`config.mk`:
```
export PLATFORM = sky130hd
export DESIGN_NAME = fetch_stage_flat
export DESIGN_NICKNAME = d
export VERILOG_FILES = /design/src/rtl/fetch_pkg.sv /design/src/rtl/fetch_if.sv /design/src/rtl/fetch_skid.sv /design/src/rtl/fetch_stage.sv /design/src/flat_wrapper.sv
export SDC_FILE = /design/constraint.sdc
export NUM_CORES = 1
export LEC_CHECK = 0
export BUFFER_PORTS_ARGS = -buffer_cell sky130_fd_sc_hd__buf_2
export CAP_MARGIN = 20
export CORE_MARGIN = 8
export CORE_UTILIZATION = 45
export CTS_CLUSTER_SIZE = 16
export DETAILED_ROUTE_END_ITERATION = 12
export GPL_TIMING_DRIVEN = 0
export PLACE_DENSITY = 0.67
export SETUP_SLACK_MARGIN = 0.1
export SYNTH_ARGS = -nofsm -noshare
export SYNTH_HDL_FRONTEND = slang
export SYNTH_SLANG_ARGS = --single-unit
```
`constraint.sdc`:
```
create_clock -name clk -period 5.95 [get_ports clk]
set_clock_uncertainty 0.15 [all_clocks]
set_input_delay 0.595 -clock clk [delete_from_list [all_inputs] [get_ports clk]]
set_output_delay 0.595 -clock clk [all_outputs]
set_load 0.005 [all_outputs]
```
`src/rtl/fetch_pkg.sv`:
```
// Shared types and constants for the MIPS instruction-fetch stage.
// The optional fetch address alignment check is enabled by FETCH_ALIGN_CHECK_EN.
package fetch_pkg;

  typedef enum logic [1:0] {
    S_IDLE,
    S_REQ,
    S_WAIT,
    S_FULL
  } fetch_state_t;

  localparam logic [31:0] RESET_PC_DEFAULT = 32'hBFC0_0000;
  localparam logic [31:0] NOP_INSTR        = 32'h0000_0000;

  typedef struct packed {
    logic [31:0] instr;
    logic [31:0] pc;
    logic        exc;
  } fetch_entry_t;

endpackage

```
`src/rtl/fetch_if.sv`:
```
// Instruction bus between the fetch stage (master) and instruction memory (slave).
// One request outstanding: valid/addr_ok for the request, data_ok for the response.
interface fetch_if;

  logic        ireq_valid;
  logic [31:0] ireq_addr;
  logic        iresp_addr_ok;
  logic        iresp_data_ok;
  logic [31:0] iresp_data;

  modport master (
    output ireq_valid,
    output ireq_addr,
    input  iresp_addr_ok,
    input  iresp_data_ok,
    input  iresp_data
  );

  modport slave (
    input  ireq_valid,
    input  ireq_addr,
    output iresp_addr_ok,
    output iresp_data_ok,
    output iresp_data
  );

endinterface

```
`src/rtl/fetch_skid.sv`:
```
// One-entry skid buffer holding a fetched {instr, pc, exc} while decode is stalled.
// Write has priority over read; the stage never does both in the same cycle.
module fetch_skid
  import fetch_pkg::*;
(
  input  logic         clk,
  input  logic         resetn,
  input  logic         wr,
  input  logic         rd,
  input  fetch_entry_t din,
  output fetch_entry_t dout,
  output logic         empty
);

  fetch_entry_t data;
  logic         full;

  always_ff @(posedge clk) begin
    if (!resetn) begin
      data <= '0;
      full <= 1'b0;
    end else if (wr) begin
      data <= din;
      full <= 1'b1;
    end else if (rd) begin
      full <= 1'b0;
    end
  end

  assign dout  = data;
  assign empty = !full;

endmodule

```
`src/rtl/fetch_stage.sv`:
```
// MIPS instruction-fetch stage: PC generation, ibus handshake, output register + skid,
// branch redirect with delay slot. Macro FETCH_ALIGN_CHECK_EN enables the alignment check.
//
// state  | meaning
// S_IDLE | after reset, no request
// S_REQ  | request for pcF on the bus
// S_WAIT | request accepted, waiting for data_ok
// S_FULL | skid holds a word, waiting for decode
module fetch_stage
  import fetch_pkg::*;
#(
  parameter logic [31:0] RESET_PC = RESET_PC_DEFAULT
) (
  input  logic          clk,
  input  logic          resetn,
  fetch_if.master       ibus,
  input  logic          stallD,
  input  logic          redirect_valid,
  input  logic [31:0]   redirect_pc,
  output logic [31:0]   instrD,
  output logic [31:0]   pcD,
  output logic          validD,
  output logic          excD
);

  fetch_state_t state, state_nxt;
  logic [31:0]  pc_f;
  logic [31:0]  pc_adv;
  logic         pend_valid;
  logic [31:0]  pend_pc;
  logic         valid_d;
  logic [31:0]  instr_d;
  logic [31:0]  pc_d;
  logic         exc_d;

  logic         misaligned;
  logic         req_valid;
  logic         complete;
  logic [31:0]  resp_instr;
  logic         resp_exc;
  logic         load;
  fetch_entry_t load_entry;
  fetch_entry_t resp_entry;
  logic         skid_wr;
  logic         skid_rd;
  logic         skid_empty;
  fetch_entry_t skid_dout;
  logic         redirect_acc;

`ifdef FETCH_ALIGN_CHECK_EN
  assign misaligned = (pc_f[1:0] != 2'b00);
`else
  assign misaligned = 1'b0;
`endif

  assign redirect_acc = valid_d && !stallD && redirect_valid;
  assign pc_adv = redirect_acc ? redirect_pc :
                  pend_valid   ? pend_pc     : pc_f + 32'd4;

  assign resp_entry.instr = resp_instr;
  assign resp_entry.pc    = pc_f;
  assign resp_entry.exc   = resp_exc;

  always_comb begin
    state_nxt  = state;
    req_valid  = 1'b0;
    complete   = 1'b0;
    resp_instr = ibus.iresp_data;
    resp_exc   = 1'b0;
    load       = 1'b0;
    load_entry = resp_entry;
    skid_wr    = 1'b0;
    skid_rd    = 1'b0;

    case (state)
      S_IDLE: begin
        if (skid_empty) state_nxt = S_REQ;
      end
      S_REQ: begin
        if (misaligned) begin
          // Faulting fetch never reaches the bus; deliver a NOP tagged with the exception.
          complete   = 1'b1;
          resp_instr = NOP_INSTR;
          resp_exc   = 1'b1;
        end else begin
          req_valid = 1'b1;
          if (ibus.iresp_addr_ok && ibus.iresp_data_ok) complete = 1'b1;
          else if (ibus.iresp_addr_ok)                  state_nxt = S_WAIT;
        end
      end
      S_WAIT: begin
        if (ibus.iresp_data_ok) complete = 1'b1;
      end
      S_FULL: begin
        if (!stallD) begin
          skid_rd    = 1'b1;
          load       = 1'b1;
          load_entry = skid_dout;
          state_nxt  = S_REQ;
        end
      end
      default: state_nxt = S_IDLE;
    endcase

    if (complete) begin
      if (!valid_d || !stallD) begin
        load      = 1'b1;
        state_nxt = S_REQ;
      end else begin
        skid_wr   = 1'b1;
        state_nxt = S_FULL;
      end
    end
  end

  always_ff @(posedge clk) begin
    if (!resetn) begin
      state      <= S_IDLE;
      pc_f       <= RESET_PC;
      pend_valid <= 1'b0;
      pend_pc    <= 32'h0;
      valid_d    <= 1'b0;
      instr_d    <= 32'h0;
      pc_d       <= 32'h0;
      exc_d      <= 1'b0;
    end else begin
      state <= state_nxt;
      if (load) begin
        instr_d    <= load_entry.instr;
        pc_d       <= load_entry.pc;
        exc_d      <= load_entry.exc;
        valid_d    <= 1'b1;
        pc_f       <= pc_adv;
        pend_valid <= 1'b0;
      end else begin
        if (valid_d && !stallD) valid_d <= 1'b0;
        // Target accepted with no advance this cycle: hold it until the delay slot loads.
        if (redirect_acc) begin
          pend_valid <= 1'b1;
          pend_pc    <= redirect_pc;
        end
      end
    end
  end

  fetch_skid u_skid (
    .clk    (clk),
    .resetn (resetn),
    .wr     (skid_wr),
    .rd     (skid_rd),
    .din    (resp_entry),
    .dout   (skid_dout),
    .empty  (skid_empty)
  );

  assign ibus.ireq_valid = req_valid;
  assign ibus.ireq_addr  = pc_f;
  assign instrD          = instr_d;
  assign pcD             = pc_d;
  assign validD          = valid_d;
  assign excD            = exc_d;

endmodule

```
`src/flat_wrapper.sv`:
```
// flat-port wrapper written by rule: the top's interface ports become plain ports
module fetch_stage_flat import fetch_pkg::*;
#(
  parameter logic [31:0] RESET_PC = RESET_PC_DEFAULT
)
  (clk, resetn, stallD, redirect_valid, redirect_pc, instrD, pcD, validD, excD, ibus_ireq_valid, ibus_ireq_addr, ibus_iresp_addr_ok, ibus_iresp_data_ok, ibus_iresp_data);
  fetch_if ibus_i ();
  input  logic clk;
  input  logic resetn;
  input  logic stallD;
  input  logic redirect_valid;
  input  logic [31:0] redirect_pc;
  output logic [31:0] instrD;
  output logic [31:0] pcD;
  output logic validD;
  output logic excD;
  output wire logic [$bits(ibus_i.ireq_valid)-1:0] ibus_ireq_valid;
  output wire logic [$bits(ibus_i.ireq_addr)-1:0] ibus_ireq_addr;
  input wire logic [$bits(ibus_i.iresp_addr_ok)-1:0] ibus_iresp_addr_ok;
  input wire logic [$bits(ibus_i.iresp_data_ok)-1:0] ibus_iresp_data_ok;
  input wire logic [$bits(ibus_i.iresp_data)-1:0] ibus_iresp_data;
  assign ibus_ireq_valid = ibus_i.ireq_valid;
  assign ibus_ireq_addr = ibus_i.ireq_addr;
  assign ibus_i.iresp_addr_ok = ibus_iresp_addr_ok;
  assign ibus_i.iresp_data_ok = ibus_iresp_data_ok;
  assign ibus_i.iresp_data = ibus_iresp_data;
  fetch_stage #(.RESET_PC(RESET_PC)) u_core (.clk(clk), .resetn(resetn), .ibus(ibus_i), .stallD(stallD), .redirect_valid(redirect_valid), .redirect_pc(redirect_pc), .instrD(instrD), .pcD(pcD), .validD(validD), .excD(excD));
endmodule
```
# Yosys cells after proc, flatten, opt, wreduce, memory -nomap -nowiden

Index checks and enable logic that the tools add are counted.
W data, S select, Z words.

Word-level logic and storage cells: 59
Bits of input ports: 70
Register bits after elaboration: 198
Output and inout port bits: 99

Add/sub/neg operators: 1
Multiplexer cells: 25
Reduce and logical (&&, ||, !) cells: 13
Equal/unequal tests: 7
Bitwise gates (word level): 2

Operators by type and width:

| cell                    | count |
|---|---|
| $mux W65                | 2 |
| $mux W32                | 2 |
| $add A32 B3 Y32 const B | 1 |
| $mux W1                 | 13 |
| $mux W2                 | 6 |
| $ne A3 B2 Y1 const B    | 4 |
| $pmux W2 S3             | 1 |
| $reduce_and A5 Y1       | 1 |
| $eq A2 B2 Y1 const B    | 2 |
| $reduce_bool A2 Y1      | 2 |
| $reduce_bool A4 Y1      | 1 |
| $logic_and A1 B1 Y1     | 3 |
| $eq A2 B1 Y1 const B    | 1 |
| $logic_not A1 Y1        | 2 |
| $logic_not A2 Y1        | 1 |
| $not A1 Y1              | 2 |
| $pmux W1 S2             | 1 |
| $reduce_and A2 Y1       | 1 |
| $reduce_or A2 Y1        | 1 |
| $logic_or A1 B1 Y1      | 1 |

# Depth between registers and ports, before layout

Gate-level depths: netlist of run 1.

Word-level depth: 6
Mapped depth: 10
Mapped depth without buffers: 7

# Modules after synthesis

A second synthesis of run 1 with hierarchy kept.

Cells, all modules: 1,005
Area, all modules: 8,967.4 µm²

By module, submodules not included:

| module      | instances | cells an instance | area each (µm²) | seq. area each (µm²) |
|---|---|---|---|---|
| fetch_stage | 1         | 791               | 6,421.2         | 2,662.6 |
| fetch_skid  | 1         | 214               | 2,546.2         | 1,321.3 |

# Worst setup path before layout of run 1

OpenSTA, ideal clock, no wires.

Path kind: reg-to-reg
From: register u_core.state[0]
To: register u_core.pc_f[24], in the netlist u_core.ibus.ireq_addr[24]
Period minus slack after synthesis: 2,159 ps
Required time: 5,678 ps
Data arrival time: 1,887 ps
Stages on the path, launching flop included: 10
Library setup time: 122 ps
Path slack: 3,791 ps
Path buffers: 2
Cells stage by stage: dfxtp_1 inv_1 ha_1 nand2_1 o21a_1 buf_2 nor2_4 buf_2 o21ai_0 a221o_1

Word-level cells in the longest chain between the ends: 4
Elaborated cells on any way between the ends: 7
Classes of those cells: eq/ne (3); mux (4)

Ends and longest elaborated chain:

| element                  | line               | source |
|---|---|---|
| start: declaration       | fetch_stage.sv:26  | `fetch_state_t state, state_nxt;` |
| start signal: assignment | fetch_stage.sv:127 | `state <= state_nxt;` |
| $eq A2 B2 Y1             | fetch_stage.sv:75  | `case (state)` |
| $mux W1                  | fetch_stage.sv:75  |  |
| $mux W1                  | fetch_stage.sv:106 | `if (!valid_d \|\| !stallD) begin` |
| $mux W1 *                | fetch_stage.sv:105 | `if (complete) begin` |
| end signal: assignment   | fetch_stage.sv:133 | `pc_f <= pc_adv;` |
| end: declaration         | fetch_stage.sv:27  | `logic [31:0] pc_f;` |

Every way passes the cells marked *; elsewhere a longest branch is shown, timed or not.
A chain may end at the register's enable or synchronous reset.

# Final worst setup path of run 1

From: register u_core.state[0]
To: register u_core.pc_f[22], in the netlist u_core.ibus.ireq_addr[22]

Same word-level chain as after synthesis.

==> flow_summary.yaml, run 1 <==
synth:
  ys_seq_elements: 197
  syn_avg_cell_area_um2: 8.139
  synthCells: 1075
  synth.distinct_cells: 61
  async_reset_ff_share_pct: 0
  synth_edf_count: 0
  syn-cell-area_mm2: 0.008750
  synth_fp_nets: 1150
  synthFlopType: "dfxtp_1"
  yosysSeqAreaShare_pct: 45.07
  yosys_warnings: 0
run_status:
  status: "complete, no violations"
flow_run:
  cap_viol_max_count: 0
routing:
  vias: 8312
  route.detailed.drc: 0
  first_iter_violations: 854
  drt-total-wl_mm: 27.32
  wl_per_cell_um: 17.75
  vias_per_cell: 5.401
  final_antenna_net_count: 0
  dr.pass1.iters: 8
critical_path:
  worstPathRequired_ns: 6.10
  rr_worst_depth: 8
  crit_chain: "inv_1 > ha_1 > nand2_1 > o21ai_0 > nand2_1 > clkbuf_1 > o21ai_0 > nand3_1"
  cpMaxStageDelayCell: "o21ai_0"
  cp.buffers_inverters: 2
  rr_endpoint: "u_core.ibus.ireq_addr[22]"
  cp-start-kind: "register"
  path_max_fanout: 10
  critPathArrivalTime_ns: 3.18
  reg2reg_from: "u_core.state[0]"
  crit_type: "reg -> reg"
  reg2reg_slack_ns: 2.92
  worstSetupEndpointType: "register"
  path_delay_family: "compound AO/OA/AOI/OAI gates"
  slowest_delay_ns: 0.59
cts:
  cts_setup_buffers: 0
  cts_tree: "built"
  clk_latency_ns: 0.44
  cts_sinks: 197
  cts_buffers: 17
  clock-root-buffer: "clkbuf_16"
  htreeDepth: 4
  postCtsResizedCells: 0
  hold_buffers: 0
  max-clock-path-buffers: 2
  path_clk_slew_ns: 0.07
power:
  irDropWorstVdd_uv: 236.0
  p_leak_uw: 0.004364
  p_per_area_mw_per_mm2: 324.8
placed_design:
  placed_area_mm2: 0.009917
  gp_congestion: 0.9281
  port_buffers: 167
  dpl.hpwl_mm: 20.36
global_routing:
  grt_overflow_total: 0
  grtUsageTotal_pct: 22.45
  grt_pass1_wl_mm: 42.94
  grt_pass1_vias: 7803
  grt_antenna_before_repair: 0
  grt_max_degree: 18
layout:
  num_antenna_cells: 0
  area_growth_pct: 20.09
  num-fill-cells: 1913
  drive_gt1_share_pct: 19.15
  fin_area_mm2: 0.01051
  nNetsFinal: 1336
sta:
  min_period_ns: 3.032
  max_freq_mhz: 329.8
  maxSlewViolCount: 0
  worst_pin_slew_ns: 0.7598
  finalSetupViolCount: 0
  rsz0062_at_grt: "false"
  slew_headroom_pct: 49.35
  fin_tns_setup_ns: 0
  post-route-period-util_pct: 50.95
  finalHoldViolations: 0
die:
  fp.coreArea_mm2: 0.01927
  initial_utilization_pct: 45.40
  die_x_um: 155.4
  die_h_um: 155.4
  dieArea_mm2: 0.02416
  rows: 51
  io_pins: 169
worst_hold_path:
  min-delay-start: "ibus_iresp_data[23]"
  hold_path_end: "u_core.u_skid.dout[56]"
  hold_class: "in -> reg"
  hold_depth: 3
[synthesized netlist by cell type (4+ instances only)]
cell type  count  area (um^2)
nand2_1      240        900.9
dfxtp_1      197         3944
a21oi_1      127        635.6
nor2_1        79        296.5
mux2i_1       72        720.7
a211oi_1      69        518.0
clkbuf_1      59        221.5
o21ai_0       29        145.1
buf_2         24        120.1
nand3_1       24        120.1
nor3_1        13        65.06
and3_1        12        75.07
nand4_1       10        62.56
and2_1         9        56.30
o211ai_1       9        67.56
inv_1          7        26.28
nor4_1         7        43.79
a31oi_1        5        31.28
buf_1          5        18.77
ha_1           5        62.56
o311ai_0       5        43.79
o31ai_1        5        37.54
buf_4          4        30.03
o21a_1         4        30.03
[state kept, by name, indices dropped and copies added, names as in the netlist, 2 cells and up]
signal	count
u_core.u_skid.dout	64
u_core.ibus.ireq_addr	32
u_core.pcD	32
u_core.instrD	32
u_core.state	2
u_core.pend_pc	32
[power by group]
part	internal [uW]	total [uW]	switching, uW
sequential	1450	1520	75.5
clock	637	1170	534
combinational	282	721	439
total	2360	3410	1050
[cell families (layout without fill, tap and decap cells)]
kind of cell               Yosys count  count (layout)  synth area share, %
AOI/OAI and AO/OA                  281             281                20.12
adders and majority gates            5               5               0.7150
buffers and inverters              102             301                5.062
DFF                                197             197                45.07
muxes                               72              72                8.237
other                                1               1              0.04286
and+or+nand+nor                    417             417                20.75
[how the worst max path moves through the flow]
stage | from | endpoint | slack, ns | cells after the start
2_1_floorplan | u_core.state[0] | u_core.ibus.ireq_addr[24] | 3.79 | 9
3_3_place_gp | u_core.state[0] | u_core.ibus.ireq_addr[22] | 3.12 | 8
3_5_place_dp | u_core.state[0] | u_core.ibus.ireq_addr[22] | 3.08 | 8
4_1_cts | u_core.state[0] | u_core.ibus.ireq_addr[22] | 3.06 | 8
5_1_grt | u_core.state[0] | u_core.ibus.ireq_addr[22] | 2.79 | 8
6_report | u_core.state[0] | u_core.ibus.ireq_addr[22] | 2.92 | 8
[area by class of cell]
class                   instances  area (um^2)  area share [%]
plain buffers                  94        412.9           3.929
clock buffers                  19        442.9           4.215
clock inverters                13        147.6           1.405
inverters                       8        30.03          0.2858
multi-input cells             776         4363           41.52
flip-flops and latches        197         3944           37.53
well taps                     265        331.6           3.156
repair buffers                167        835.8           7.954
[cells in the final DEF, fill, tap and decap left out, drive strengths merged, types with 3 or more instances in the layout]
master / synthesis / final
nand2: 241 / 241
buf: 35 / 202
dfxtp: 197 / 197
a21oi: 127 / 127
nor2: 81 / 81
clkbuf: 59 / 78
mux2i: 72 / 72
a211oi: 69 / 69
o21ai: 29 / 29
nand3: 24 / 24
and3: 14 / 14
nor3: 13 / 13
inv: 8 / 12
nand4: 11 / 11
and2: 10 / 10
o211ai: 9 / 9
nor4: 8 / 8
o31ai: 5 / 5
a31oi: 5 / 5
o311ai: 5 / 5
ha: 5 / 5
and4: 5 / 5
o21a: 4 / 4
clkinv: 0 / 4
nand2b: 3 / 3
or3: 3 / 3
o221ai: 3 / 3
a221o: 3 / 3
clkinvlp: 0 / 3
[through the flow]
stage / hold WS (ns) / instances / setup slack (ns) / utilization [%] / power [uW]
floorplan: 0.2817 / 1075 / 3.791 / - / 1963
global placement: 0.2887 / 1507 / 3.119 / 51.46 / 2261
detailed placement: 0.2950 / 1507 / 3.082 / 51.46 / 2272
CTS: 0.2375 / 1539 / 3.059 / 54.53 / 3428
global route: 0.2485 / 1539 / 2.793 / 54.53 / 3585
finish: 0.2438 / 1539 / 2.918 / 54.53 / 3413
[worst reg2reg max path, delay by kind of cell (launching register included)]
family / cells / cell delay, ns
compound gates: 2 / 0.86
fa+ha+maj: 1 / 0.34
flops: 1 / 0.39
buf+inv: 2 / 0.48
simple gates: 3 / 0.68
[layer usage]
metal,global-route usage (%),vias to the layer above,routed length (um)
li1,-,4149,-
met1,29.56,3785,12330
met5,0,-,0
met3,5.576,44,2152
met2,34.95,334,12200
met4,8.226,0,633
Note: power is estimated with default switching activity, not from simulation.
==> run 2, diff against run 1 <==
--- a/config.mk
+++ b/config.mk
@@ -12,7 +12,7 @@
 export CTS_CLUSTER_SIZE = 16
 export DETAILED_ROUTE_END_ITERATION = 12
 export GPL_TIMING_DRIVEN = 0
-export PLACE_DENSITY = 0.67
+export PLACE_DENSITY = 0.7
 export SETUP_SLACK_MARGIN = 0.1
 export SYNTH_ARGS = -nofsm -noshare
 export SYNTH_HDL_FRONTEND = slang
==> constraint.sdc (replaced) <==
create_clock -name clk -period 2.65 [get_ports clk]
set_clock_uncertainty 0.15 [all_clocks]
set_input_delay 0.265 -clock clk [delete_from_list [all_inputs] [get_ports clk]]
set_output_delay 0.265 -clock clk [all_outputs]
set_load 0.005 [all_outputs]
==> run 2 against run 1 <==
Against the previous run:
- register-to-register slack got worse by 2.7 ns
- final area rose by 7.1%
- sequential share of layout area fell by 2.4 points
- sequential power rose by 130%
- combinational power rose by 150%
- total power rose by 130%
- final cell count rose by 4.3%
- worst hold slack got worse by 0.097 ns
- first-iteration DRC count fell by 18%
- routed wire length rose by 3.3%
- critical path depth rose by 2
- flip-flop and latch count did not move
- largest cell class unchanged
- largest power group unchanged
==> flow_summary.yaml, run 2 (synthesis results as in run 1) <==
run_status:
  status: "complete, no violations"
layout:
  fin_area_mm2: 0.01125
  largest_register_ffs: 64
  final_common_cell: "nand2_1"
  mostFrequentLayoutCells: "239 x nand2_1, 194 x dfxtp_1, 187 x buf_2"
  nNetsFinal: 1401
  drive_gt1_share_pct: 20.46
  multi_input_area_mm2: 0.004397
  num-fill-cells: 1760
  layout.cells.non_filler: 1605
  seqCellArea_mm2: 0.003948
  area_growth_pct: 28.60
cts:
  path_clk_slew_ns: 0.08
  cts_buffers: 17
  clk_latency_ns: 0.44
  htreeDepth: 4
  clock-root-buffer: "clkbuf_16"
  cts_tree: "built"
  max-clock-path-buffers: 2
  cts_sinks: 197
sta:
  fin_hold_ws_ns: 0.1466
  rsz0062_at_grt: "false"
  slew_headroom_pct: 51.03
  finalSetupViolCount: 0
  maxSlewViolCount: 0
  worst_pin_slew_ns: 0.7345
  max_freq_mhz: 413.2
  finalHoldViolations: 0
  fin_ws_ns: 0.2298
  post-route-period-util_pct: 91.33
  min_period_ns: 2.420
global_routing:
  grt_max_degree: 20
  grt_pass1_vias: 8025
  grtUsageTotal_pct: 22.84
  grt_pass1_wl_mm: 43.84
  grt_antenna_before_repair: 1
  grt_overflow_total: 0
power:
  swShare_pct: 31.55
  power.net_switching_uw: 2464
  p_clk_share_pct: 33.4
  p_per_area_mw_per_mm2: 694.1
  fin_total_pwr_uw: 7810
  p_leak_uw: 0.004717
  p_int_uw: 5346
  seq_power_share_pct: 43.9
  combinationalPowerShare_pct: 22.7
  irDropWorstVdd_uv: 485.0
critical_path:
  crit_path_frequent_cell: "buf_2"
  reg2reg_slack_ns: 0.23
  worstPathRequired_ns: 2.84
  cp.buffers_inverters: 4
  crit_chain: "inv_1 > ha_4 > nand2_1 > o21a_1 > buf_2 > nor2_4 > buf_12 > buf_2 > o21ai_0 > o32ai_1"
  path_delay_family: "buffers and inverters"
  slowest_delay_ns: 0.36
  cp-start-kind: "register"
  critPathArrivalTime_ns: 2.61
  path_max_fanout: 10
  cpMaxStageDelayCell: "dfxtp_2"
  worstSetupEndpointType: "register"
  crit_type: "reg -> reg"
routing:
  vias_per_cell: 5.375
  drt-total-wl_mm: 28.22
  dr.pass1.iters: 5
  first_iter_violations: 701
  route.detailed.drc: 0
  final_antenna_net_count: 0
  vias: 8627
  wl_per_cell_um: 17.59
die:
  io_pins: 169
  die_x_um: 155.4
  dieArea_mm2: 0.02416
  rows: 51
  initial_utilization_pct: 45.40
  fp.coreArea_mm2: 0.01927
  die_h_um: 155.4
placed_design:
  place_worst_setup_slack_ns: -0.1505
  placed_area_mm2: 0.009917
  dp.cells: 1507
  dpl.hpwl_mm: 20.53
  port_buffers: 167
  gp_congestion: 0.9500
worst_hold_path:
  hold_class: "in -> reg"
flow_run:
  cap_viol_max_count: 0
## run 2: cell types whose count changed in the layout (fill, tap and decap cells not counted), sizes merged
| cell | delta |
|---|---|
| dlygate4sd3 | +64 |
| inv | +5 |
| buf | -2 |
| clkinvlp | -3 |
| diode | +1 |
| clkbuf | +1 |
| bufinv | -1 |
| clkinv | +1 |
## run 2: worst paths after layout
check,start,endpoint,cells past startpoint
min,resetn,u_core.ibus.ireq_addr[30],4
max,u_core.state[0],u_core.ibus.ireq_addr[19],10
max reg2reg,u_core.state[0],u_core.ibus.ireq_addr[19],10
min reg2reg,u_core.pend_pc[12],u_core.pend_pc[12],2
## run 2: area by class of cell
type / count / area share (%)
tap: 265 / 2.947
multi-input combinational: 776 / 39.08
antenna: 1 / 0.02224
inverter: 8 / 0.2669
clock inverter: 15 / 1.434
sequential: 197 / 35.08
buffer: 91 / 3.892
clock buffer: 17 / 3.781
timing repair buffer: 235 / 13.50
## run 2: power by group through the flow
stage	clock network, uW	registers (uW)	logic [uW]
global route	2750	3460	1960
floorplan	0	3490	921
finish	2610	3430	1770
CTS	2650	3420	1730
global placement	0	3480	1600
detailed placement	0	3490	1610
## run 2: metrics by stage
step | setup TNS [ns] | util, %
6_report | 0 | 58.39
3_3_place_gp | -1.253 | 51.46
3_5_place_dp | -1.490 | 51.46
4_1_cts | 0 | 58.13
5_1_grt | 0 | 58.39
2_1_floorplan | 0 | -
## run 2: timing repair
| action | CTS | global route |
|---|---|---|
| gates resized for setup | 10 | 34 |
| setup buffers | 4 | 0 |
| pin swaps | 1 | 0 |
| endpoints found under the setup margin | 120 | 166 |
| hold buffers | 64 | 0 |
| endpoints found under the hold margin | 66 | 0 |
## run 2: worst register-to-register path: cells and delay by family, from the launching register on
family / cells / cell delay, ns
and+or+nand+nor: 2 / 0.25
buffers and inverters: 4 / 0.67
adders and majority gates: 1 / 0.28
AOI/OAI and AO/OA: 3 / 0.62
DFF: 1 / 0.36
## run 2: metal layers
metal	up-vias	wire length, um	track usage, %
met3	46	2087	5.215
li1	4282	-	-
met1	3968	12380	29.67
met5	-	0	0
met2	331	13130	36.41
met4	0	633	8.364
==> run 3, diff against run 2 <==
--- a/config.mk
+++ b/config.mk
@@ -12,7 +12,7 @@
 export CTS_CLUSTER_SIZE = 16
 export DETAILED_ROUTE_END_ITERATION = 12
 export GPL_TIMING_DRIVEN = 0
-export PLACE_DENSITY = 0.7
+export PLACE_DENSITY = 0.67
 export SETUP_SLACK_MARGIN = 0.1
 export SYNTH_ARGS = -nofsm -noshare
 export SYNTH_HDL_FRONTEND = slang
==> constraint.sdc (replaced) <==
create_clock -name clk -period 3.1 [get_ports clk]
set_clock_uncertainty 0.15 [all_clocks]
set_input_delay 0.62 -clock clk [delete_from_list [all_inputs] [get_ports clk]]
set_output_delay 0.62 -clock clk [all_outputs]
set_load 0.005 [all_outputs]
==> run 3 against run 2 <==
Against the previous run:
- count of clock-buffer cells in the layout grew 2
- worst setup slack gained 0.044 ns
- sequential share of layout area grew 2.4 points
- first-iteration DRC count grew 22%
- routed wire length shrank 3.3%
- critical path type unchanged
- largest power group unchanged
- via count shrank 3.6%
- worst hold slack gained 0.13 ns
==> flow_summary.yaml, run 3 (synthesis results as in run 1) <==
sta:
  fin_tns_setup_ns: 0
  max_freq_mhz: 353.9
  slew_headroom_pct: 49.35
  maxSlewViolCount: 0
  fin_hold_ws_ns: 0.2716
  min_period_ns: 2.826
  worst_pin_slew_ns: 0.7598
  rsz0062_at_grt: "false"
  post-route-period-util_pct: 91.16
  finalSetupViolCount: 0
  finalHoldViolations: 0
power:
  power.net_switching_uw: 2008
  seq_power_share_pct: 44.6
  p_leak_uw: 0.004364
  combinationalPowerShare_pct: 21.1
  swShare_pct: 30.68
  irDropWorstVdd_uv: 448.3
  p_int_uw: 4539
  p_clk_share_pct: 34.3
  p_per_area_mw_per_mm2: 623.1
placed_design:
  dpl.hpwl_mm: 20.36
  gp_congestion: 0.9281
  dp.cells: 1507
  port_buffers: 167
layout:
  fin_util_pct: 54.53
  nNetsFinal: 1336
  num_antenna_cells: 0
  layout.cells.non_filler: 1539
  area_growth_pct: 20.09
  mostFrequentLayoutCells: "240 x nand2_1, 197 x dfxtp_1, 191 x buf_2"
  largest_register_ffs: 64
  drive_gt1_share_pct: 19.15
  final_common_cell: "nand2_1"
cts:
  hold_buffers: 0
  clk_latency_ns: 0.44
  cts_buffers: 17
  cts_setup_buffers: 0
  cts_tree: "built"
  htreeDepth: 4
  max-clock-path-buffers: 2
  cts_sinks: 197
  path_clk_slew_ns: 0.07
  clock-root-buffer: "clkbuf_16"
die:
  die_x_um: 155.4
  io_pins: 169
  rows: 51
  initial_utilization_pct: 45.40
  dieArea_mm2: 0.02416
  die_h_um: 155.4
  fp.coreArea_mm2: 0.01927
critical_path:
  crit_chain: "inv_1 > ha_1 > nand2_1 > o21a_1 > buf_2 > nor2_4 > buf_2 > buf_2 > o221ai_1 > nand3_1"
  worstSetupEndpointType: "register"
  rr_worst_depth: 10
  path_max_fanout: 10
  critPathArrivalTime_ns: 3.05
  cp-start-kind: "register"
  cpMaxStageDelayCell: "dfxtp_1"
  slowest_delay_ns: 0.39
  crit_path_frequent_cell: "buf_2"
  crit_type: "reg -> reg"
  worstPathRequired_ns: 3.33
run_status:
  status: "complete, no violations"
routing:
  final_antenna_net_count: 0
  first_iter_violations: 854
  vias: 8314
  dr.pass1.iters: 5
  vias_per_cell: 5.402
  route.detailed.drc: 0
  drt-total-wl_mm: 27.28
  wl_per_cell_um: 17.73
global_routing:
  grt_pass1_vias: 7803
  grt_max_degree: 18
  grt_pass1_wl_mm: 42.94
  grtUsageTotal_pct: 22.45
  grt_antenna_before_repair: 0
  grt_overflow_total: 0
worst_hold_path:
  hold_class: "in -> reg"
  hold_depth: 3
flow_run:
  cap_viol_max_count: 0
run 3: changes by cell type in the layout (fill, tap and decap cells not counted), moves of 4 or more:
cell	delta
inv_6	-4
clkbuf_1	+17
dlygate4sd3_1	-64
clkbuf_2	-18
buf_1	+4
buf_2	+4
run 3: routing by layer:
| layer | global-route usage (%) | wire [um] | vias to the layer above |
|---|---|---|---|
| li1 | - | - | 4155 |
| met1 | 29.56 | 12330 | 3776 |
| met4 | 8.226 | 627 | 0 |
| met5 | 0 | 0 | - |
| met2 | 34.95 | 12210 | 337 |
| met3 | 5.576 | 2114 | 46 |
run 3: area by class of cell:
| type | instances | area, um^2 |
|---|---|---|
| fill | 1913 | 8763 |
| timing repair buffer | 167 | 835.8 |
| sequential | 197 | 3944 |
| tap | 265 | 331.6 |
| clock buffer | 19 | 442.9 |
| clock inverter | 13 | 147.6 |
| multi-input combinational | 776 | 4363 |
| buffer | 94 | 412.9 |
| inverter | 8 | 30.03 |
run 3: power by group through the flow:
stage          Clock [uW]  Sequential [uW]  Combinational [uW]
2_1_floorplan           0             2980                 788
5_1_grt              2390             2950                1540
4_1_cts              2270             2920                1390
3_3_place_gp            0             2970                1370
3_5_place_dp            0             2980                1380
6_report             2250             2920                1380
run 3: timing repair:
item | in CTS | in global routing
endpoints found under the hold margin | 0 | 0
resized for setup | 0 | 1
endpoints found under the setup margin | 0 | 15
run 3: worst max-delay path, delay by kind of cell (launching register included):
kind	cells	cell delay (ns)
AND/OR/NAND/NOR	3	0.56
buffers and inverters	4	0.95
flip-flops	1	0.39
adder cells (fa/ha/maj)	1	0.34
AO/OA/AOI/OAI	2	0.37
run 3: worst paths after layout:
check	slack, ns	start	end
worst min-delay path	0.27	redirect_pc[15]	u_core.pend_pc[15]
worst max register to register	0.27	u_core.state[0]	u_core.ibus.ireq_addr[22]
worst min register to register	0.30	u_core.pend_pc[24]	u_core.pend_pc[24]
worst max-delay path	0.27	u_core.state[0]	u_core.ibus.ireq_addr[22]
run 3: per-stage QoR:
| step | area, um^2 | power (uW) | setup slack, ns |
|---|---|---|---|
| floorplan | 8750 | 3767 | 0.9415 |
| global placement | 9917 | 4340 | 0.2686 |
| detailed placement | 9917 | 4360 | 0.2319 |
| CTS | 10510 | 6579 | 0.2091 |
| global route | 10510 | 6881 | 0.1027 |
| finish | 10510 | 6547 | 0.2742 |
